### src/rtl/approx_mon_pkg.sv
// Shared types and width helpers for the approximate-adder MAE monitor.
package approx_mon_pkg;

    typedef enum logic [1:0] {
        IDLE = 2'd0,
        RUN  = 2'd1,
        DONE = 2'd2
    } state_t;

    // Width of sums and per-sample errors for a given operand width.
    function automatic int unsigned err_w(input int unsigned width);
        return width + 1;
    endfunction

    // Error accumulator width: a full window of worst-case errors cannot overflow.
    function automatic int unsigned acc_w(input int unsigned width, input int unsigned samples_log2);
        return width + 1 + samples_log2;
    endfunction

endpackage

### src/rtl/approx_adder_mae_monitor_if.sv
// Operand/sum stream into the MAE monitor (valid/ready handshake).
interface approx_adder_mae_monitor_if #(
    parameter int unsigned WIDTH = 16
);
    logic             in_valid;
    logic             in_ready;
    logic [WIDTH-1:0] in_a;
    logic [WIDTH-1:0] in_b;
    logic [WIDTH:0]   approx_sum;

    modport master (
        output in_valid,
        output in_a,
        output in_b,
        output approx_sum,
        input  in_ready
    );

    modport slave (
        input  in_valid,
        input  in_a,
        input  in_b,
        input  approx_sum,
        output in_ready
    );
endinterface

### src/rtl/approx_err_absdiff.sv
// Combinational absolute difference of two unsigned values.
module approx_err_absdiff #(
    parameter int unsigned W = 17
) (
    input  logic [W-1:0] x,
    input  logic [W-1:0] y,
    output logic [W-1:0] abs_diff_c
);

    // Subtract the smaller from the larger so the result is never negative.
    always_comb begin
        abs_diff_c = (x >= y) ? (x - y) : (y - x);
    end

endmodule

### src/rtl/approx_adder_mae_monitor.sv
// Windowed mean-absolute-error monitor for an approximate adder under test.
// Optional worst-case sample tracking is enabled by defining WORST_CASE_TRACK_EN;
// without it max_err/max_a/max_b read 0 and no tracking registers exist.
module approx_adder_mae_monitor
    import approx_mon_pkg::*;
#(
    parameter int unsigned WIDTH        = 16,
    parameter int unsigned SAMPLES_LOG2 = 8
) (
    input  logic                      clk,
    input  logic                      rst,
    input  logic                      start,
    approx_adder_mae_monitor_if.slave bus,
    output logic                      busy,
    output logic                      done,
    output logic [WIDTH:0]            mae,
    output logic [SAMPLES_LOG2:0]     err_count,
    output logic [WIDTH:0]            max_err,
    output logic [WIDTH-1:0]          max_a,
    output logic [WIDTH-1:0]          max_b
);

    localparam int unsigned ERR_W = err_w(WIDTH);
    localparam int unsigned ACC_W = acc_w(WIDTH, SAMPLES_LOG2);
    localparam int unsigned CNT_W = SAMPLES_LOG2 + 1;
    localparam logic [CNT_W-1:0] WINDOW = {1'b1, {SAMPLES_LOG2{1'b0}}};

    state_t             state_q;
    state_t             state_d;
    logic [CNT_W-1:0]   accepted_q;
    logic [CNT_W-1:0]   accepted_d;
    logic               in_ready_q;
    logic               ready_d;
    logic               start_fire;
    logic               in_fire;
    logic               finish_c;

    logic               s1_valid_q;
    logic [ERR_W-1:0]   s1_exact_q;
    logic [ERR_W-1:0]   s1_approx_q;
    logic [ERR_W-1:0]   err_c;
    logic [ACC_W-1:0]   acc_q;
    logic [CNT_W-1:0]   cnt_q;

    assign start_fire  = start && (state_q != RUN);
    assign in_fire     = bus.in_valid && in_ready_q;
    assign bus.in_ready = in_ready_q;

    // Next state, accepted-sample count and the registered-ready value.
    always_comb begin
        state_d    = state_q;
        accepted_d = accepted_q;
        ready_d    = 1'b0;
        finish_c   = 1'b0;
        case (state_q)
            IDLE: if (start) state_d = RUN;
            RUN: begin
                if ((accepted_q == WINDOW) && !s1_valid_q) begin
                    state_d  = DONE;
                    finish_c = 1'b1;
                end
            end
            DONE: if (start) state_d = RUN;
            default: state_d = IDLE;
        endcase
        if (start_fire) begin
            accepted_d = '0;
        end else if (in_fire) begin
            accepted_d = accepted_q + CNT_W'(1);
        end
        ready_d = (state_d == RUN) && (accepted_d < WINDOW);
    end

    // FSM state register.
    always_ff @(posedge clk or posedge rst) begin
        if (rst) state_q <= IDLE;
        else     state_q <= state_d;
    end

    // Handshake: accepted count, registered ready and busy.
    always_ff @(posedge clk or posedge rst) begin
        if (rst) begin
            accepted_q <= '0;
            in_ready_q <= 1'b0;
            busy       <= 1'b0;
        end else begin
            accepted_q <= accepted_d;
            in_ready_q <= ready_d;
            busy       <= (state_d == RUN);
        end
    end

    // Stage 1: register exact sum and the adder's approximate sum.
    always_ff @(posedge clk or posedge rst) begin
        if (rst) begin
            s1_valid_q  <= 1'b0;
            s1_exact_q  <= '0;
            s1_approx_q <= '0;
        end else begin
            s1_valid_q <= in_fire;
            if (in_fire) begin
                s1_exact_q  <= ERR_W'(bus.in_a) + ERR_W'(bus.in_b);
                s1_approx_q <= bus.approx_sum;
            end
        end
    end

    approx_err_absdiff #(
        .W (ERR_W)
    ) u_absdiff (
        .x          (s1_exact_q),
        .y          (s1_approx_q),
        .abs_diff_c (err_c)
    );

    // Stage 2: accumulate error magnitude and count erroneous samples.
    always_ff @(posedge clk or posedge rst) begin
        if (rst) begin
            acc_q <= '0;
            cnt_q <= '0;
        end else if (start_fire) begin
            acc_q <= '0;
            cnt_q <= '0;
        end else if (s1_valid_q) begin
            acc_q <= acc_q + ACC_W'(err_c);
            cnt_q <= cnt_q + CNT_W'(err_c != '0);
        end
    end

    // Window results: published together when the pipe drains, cleared by start.
    always_ff @(posedge clk or posedge rst) begin
        if (rst) begin
            done      <= 1'b0;
            mae       <= '0;
            err_count <= '0;
        end else if (start_fire) begin
            done      <= 1'b0;
            mae       <= '0;
            err_count <= '0;
        end else if (finish_c) begin
            done      <= 1'b1;
            mae       <= acc_q[ACC_W-1:SAMPLES_LOG2];
            err_count <= cnt_q;
        end
    end

`ifdef WORST_CASE_TRACK_EN
    logic [WIDTH-1:0] s1_a_q;
    logic [WIDTH-1:0] s1_b_q;
    logic [ERR_W-1:0] max_err_q;
    logic [WIDTH-1:0] max_a_q;
    logic [WIDTH-1:0] max_b_q;

    // Carry operands alongside stage 1 so the worst sample can be identified.
    always_ff @(posedge clk or posedge rst) begin
        if (rst) begin
            s1_a_q <= '0;
            s1_b_q <= '0;
        end else if (in_fire) begin
            s1_a_q <= bus.in_a;
            s1_b_q <= bus.in_b;
        end
    end

    // Strictly-greater capture keeps the first sample on ties.
    always_ff @(posedge clk or posedge rst) begin
        if (rst) begin
            max_err_q <= '0;
            max_a_q   <= '0;
            max_b_q   <= '0;
        end else if (start_fire) begin
            max_err_q <= '0;
            max_a_q   <= '0;
            max_b_q   <= '0;
        end else if (s1_valid_q && (err_c > max_err_q)) begin
            max_err_q <= err_c;
            max_a_q   <= s1_a_q;
            max_b_q   <= s1_b_q;
        end
    end

    assign max_err = max_err_q;
    assign max_a   = max_a_q;
    assign max_b   = max_b_q;
`else
    assign max_err = '0;
    assign max_a   = '0;
    assign max_b   = '0;
`endif

endmodule

### src/flat_wrapper.sv
// flat-port wrapper written by rule: the top's interface ports become plain ports
module approx_adder_mae_monitor_flat import approx_mon_pkg::*;
#(
    parameter int unsigned WIDTH        = 16,
    parameter int unsigned SAMPLES_LOG2 = 8
)
  (clk, rst, start, busy, done, mae, err_count, max_err, max_a, max_b, bus_in_valid, bus_in_a, bus_in_b, bus_approx_sum, bus_in_ready);
  approx_adder_mae_monitor_if #(.WIDTH(WIDTH)) bus_i ();
  input  logic clk;
  input  logic rst;
  input  logic start;
  output logic busy;
  output logic done;
  output logic [WIDTH:0] mae;
  output logic [SAMPLES_LOG2:0] err_count;
  output logic [WIDTH:0] max_err;
  output logic [WIDTH-1:0] max_a;
  output logic [WIDTH-1:0] max_b;
  input wire logic [$bits(bus_i.in_valid)-1:0] bus_in_valid;
  input wire logic [$bits(bus_i.in_a)-1:0] bus_in_a;
  input wire logic [$bits(bus_i.in_b)-1:0] bus_in_b;
  input wire logic [$bits(bus_i.approx_sum)-1:0] bus_approx_sum;
  output wire logic [$bits(bus_i.in_ready)-1:0] bus_in_ready;
  assign bus_i.in_valid = bus_in_valid;
  assign bus_i.in_a = bus_in_a;
  assign bus_i.in_b = bus_in_b;
  assign bus_i.approx_sum = bus_approx_sum;
  assign bus_in_ready = bus_i.in_ready;
  approx_adder_mae_monitor #(.WIDTH(WIDTH), .SAMPLES_LOG2(SAMPLES_LOG2)) u_core (.clk(clk), .rst(rst), .start(start), .bus(bus_i), .busy(busy), .done(done), .mae(mae), .err_count(err_count), .max_err(max_err), .max_a(max_a), .max_b(max_b));
endmodule
### config.mk
export PLATFORM = sky130hd
export DESIGN_NAME = approx_adder_mae_monitor_flat
export DESIGN_NICKNAME = d
export VERILOG_FILES = /design/src/rtl/approx_mon_pkg.sv /design/src/rtl/approx_adder_mae_monitor_if.sv /design/src/rtl/approx_err_absdiff.sv /design/src/rtl/approx_adder_mae_monitor.sv /design/src/flat_wrapper.sv
export SDC_FILE = /design/constraint.sdc
export NUM_CORES = 1
export LEC_CHECK = 0
export ABC_AREA = 1
export CELL_PAD_IN_SITES_DETAIL_PLACEMENT = 1
export CELL_PAD_IN_SITES_GLOBAL_PLACEMENT = 1
export CORE_MARGIN = 8
export CORE_UTILIZATION = 35
export CTS_BUF_LIST = sky130_fd_sc_hd__clkbuf_4 sky130_fd_sc_hd__clkbuf_8
export DETAILED_ROUTE_END_ITERATION = 8
export PLACE_DENSITY_LB_ADDON = 0.1
export REMOVE_ABC_BUFFERS = 1
export SLEW_MARGIN = 0
export SYNTH_ARGS = -nofsm -noshare
export SYNTH_HDL_FRONTEND = slang
export SYNTH_SLANG_ARGS = --single-unit
### constraint.sdc
create_clock -name clk -period 3.3 [get_ports clk]
set_input_delay 0.66 -clock clk [delete_from_list [all_inputs] [get_ports clk]]
set_output_delay 0.66 -clock clk [all_outputs]
set_load 0.1 [all_outputs]
==> flow_summary.toml, run 1 <==
[outcome]
status = "finished, violations left"
violations = "setup timing"

[synth]
ys.flop_type = "dfrtp_1"
synth.area.top_cells = "dfrtp_1 (31%), nand2_1 (16%), ha_1 (10%)"
yosysSeqAreaShare = 0.3127
yosysWarnings = 0
synth_edf_count = 0
synth.top_cells.by_count = "nand2_1 (364), inv_1 (203), dfrtp_1 (109), o21ai_0 (103), nand3_1 (90)"
ys_async_sr_fraction = 1.000
ys_seq_elements = 109
synth_area_per_cell_um2 = 6.814
synth_cells = 1280
syn-cell-area_um2 = 8722
synth_top_area_cell = "dfrtp_1"
ys_types = 47
synth_top_area_frac = 0.3127
synth.most_common_cell = "nand2_1"

[die]
core_um2 = 24390
chipHeight_um = 173.9
die-area_um2 = 30230
fp.dieW_um = 173.9
io_pins = 131
initial_core_util = 0.3576
row_count = 57

[cts]
cts.path.max_buffers = 2
cts_buffers = 9
cts_root_buf = "clkbuf_8"
clk_latency_ns = 0.41
clkTransAtPathRegs_ns = 0.13
cts_tree = "done"
h-tree-depth = 3
cts_sinks = 109

[layout]
areaGrowthSynthToFinish_pct = 36.62
n_antenna_cell = 0
final_area_um2 = 11920
layout.nets = 1639
final_cell_count_no_fill = 1840
fill_cells = 3161
final_core_util = 0.4886
drive_above_1_share = 0.2566

[worst_setup_path]
arrival_ns = 3.68
crit_fanout = 6
r2r_setup_slack_ns = -0.06
endpoint_kind = "register"
timing.rr.start = "u_core.s1_exact_q[14]"
r2r-end = "u_core.cnt_q[7]"
worstRegToRegCells = 25
startpoint_type = "register"
critPathKind = "reg -> reg"
crit_required_ns = 3.62

[routing]
drt-vias-per-instance = 4.723
ant_nets = 0
drtPass1Iterations = 4
drt-total-wl_um = 27600
drc_errors = 0
vias = 8691
wl_per_cell_um = 15.00
first_iter_violations = 350

[placed_design]
routabilityCongestion = 0.8317
dp.final_hpwl_um = 21480
dp_slack_ns = -0.3289
dpl.cell_count = 1800
portBuffers = 81
place_area_um2 = 10660

[timing]
setup_ws_ns = -0.06431
fin_crit_sh = 1.019
maxSlewViolCount = 0
setup_violations = 11
slew_headroom = 0.4796
min_period_ns = 3.364
rsz0062_at_grt = "true"
max_freq_mhz = 297.2
finalSetupTns_ns = -0.4082
finalHoldViolCount = 0
holdWs_ns = 0.4911
fin_skew_ns = 0.02226
tightest_slew_ns = 0.7777

[global_route]
grt_pass1_wl_um = 45340
antenna_found_initial = 0
grt_util_all_layers = 0.1793
grt_max_degree = 55
overflow = 0
grt_pass1_vias = 9430

[pwr]
vdd_ir_drop_max_v = 0.0004617
p_leak_nw = 6.173
power_density_nw_per_um2 = 1076
finalPower_mw = 12.82

[worst_hold_path]
holdPathStages = 1
min_from = "u_core.cnt_q[4]"
worstHoldEndpoint = "u_core.cnt_q[4]"
hold_class = "reg -> reg"

[job]
maxCapViolCount = 0
critical path, cell delays in order (launching register included):
cell and delay [ns]:
dfrtp_1 0.43, ha_4 0.29, a21oi_4 0.18, nor2_2 0.07, nor2_2 0.13, nand2_2 0.08, nor2_4 0.26, nand2_8 0.11
buf_12 0.15, buf_6 0.11, nand2_2 0.06, nand2_2 0.05, nand2_1 0.07, inv_1 0.04, nand2_1 0.05, nor2_1 0.05
nand3_2 0.07, ha_4 0.14, buf_4 0.10, nand3_2 0.09, nor2_4 0.15, nand2_2 0.10, nor3_4 0.21, nand2_2 0.10
o21ai_2 0.15, a21oi_2 0.04
placed cells by master (no fill, tap or decap), types with 3 or more instances in the layout:
cell	Yosys	layout
a21oi_1	74	51
ha_1	71	43
xor2_1	18	18
o22ai_1	7	7
nand3_1	90	78
nand3_2	0	9
conb_1	1	49
clkdlybuf4s50_1	0	52
nor3_4	1	3
inv_1	203	182
o21ai_1	3	17
o21ai_0	103	84
inv_8	0	3
nand2_1	364	325
nand3_4	0	3
a21oi_2	0	21
o21ai_2	0	3
buf_4	49	187
clkbuf_8	0	9
nand4_1	12	12
dfrtp_1	109	108
or2_2	3	3
inv_2	2	22
o21bai_1	3	3
a31oi_1	11	9
nand2_2	6	44
nor2_1	75	60
nor2_4	1	5
fa_2	0	3
buf_6	1	7
nor2_2	3	14
nor3_1	9	6
ha_4	0	28
worst max path at each step:
stage / slack, ns / to / from
final: -0.06 / u_core.cnt_q[7] / u_core.s1_exact_q[14]
after global routing: -0.24 / u_core.acc_q[19] / u_core.s1_exact_q[14]
after CTS: -0.02 / u_core.cnt_q[8] / u_core.s1_exact_q[5]
after detailed placement: -0.33 / u_core.acc_q[20] / u_core.s1_approx_q[8]
after global placement: -0.31 / u_core.acc_q[20] / u_core.s1_approx_q[5]
after floorplan: -0.23 / u_core.acc_q[0] / rst
logic make-up after synthesis:
| kind of cell | after synthesis | synth area share |
|---|---|---|
| other cells | 1 | 0.0004299 |
| compound gates | 214 | 0.1304 |
| fa+ha+maj | 75 | 0.1110 |
| xor+xnor | 21 | 0.02109 |
| simple gates | 575 | 0.2774 |
| buf+inv | 285 | 0.1469 |
| flops | 109 | 0.3127 |
area by class of cell:
| class | count | area (um2) | share of cell area |
|---|---|---|---|
| inverter | 208 | 788.3 | 0.06615 |
| clock buffer | 9 | 123.9 | 0.01039 |
| sequential | 109 | 2729 | 0.2290 |
| clock inverter | 7 | 97.59 | 0.008190 |
| tap | 324 | 405.4 | 0.03402 |
| multi-input combinational | 935 | 5729 | 0.4808 |
| timing repair buffer | 248 | 2043 | 0.1715 |
flip-flops by register name (all words and copies together), names as in the netlist:
register / cells
u_core.acc_q: 25
u_core.accepted_q: 9
u_core.busy: 1
u_core.state_q: 2
u_core.s1_exact_q: 17
u_core.bus.in_ready: 1
u_core.done: 1
u_core.err_count: 9
u_core.s1_valid_q: 1
u_core.cnt_q: 9
u_core.mae: 17
u_core.s1_approx_q: 17
power breakdown:
group	leakage [nW]	switching (mW)	internal, mW
clock network	0.113	0.570	0.378
logic	4.72	5.56	4.25
registers	1.34	0.343	1.71
timing repair:
item,CTS,global route
pin swaps,15,55
gates resized for setup,78,128
hold buffers,0,0
cloned,1,0
endpoints found under the setup margin,19,27
buffers inserted,10,14
metal layers:
metal | track usage | wire, um | vias up
met1 | 0.2102 | 12140 | 4125
met5 | 0 | 0 | -
met4 | 0.04952 | 442 | 0
met2 | 0.3356 | 14360 | 115
li1 | - | - | 4429
met3 | 0.02200 | 655 | 22
No activity file was read; power rests on OpenSTA's default activity.
==> run 2: changes to the inputs <==
--- a/config.mk
+++ b/config.mk
@@ -14,7 +14,6 @@
 export DETAILED_ROUTE_END_ITERATION = 8
 export PLACE_DENSITY_LB_ADDON = 0.1
 export REMOVE_ABC_BUFFERS = 1
-export SLEW_MARGIN = 0
 export SYNTH_ARGS = -nofsm -noshare
 export SYNTH_HDL_FRONTEND = slang
 export SYNTH_SLANG_ARGS = --single-unit
==> results of run 2 <==
Final layout, timing and power as in run 1 (identical DEF).
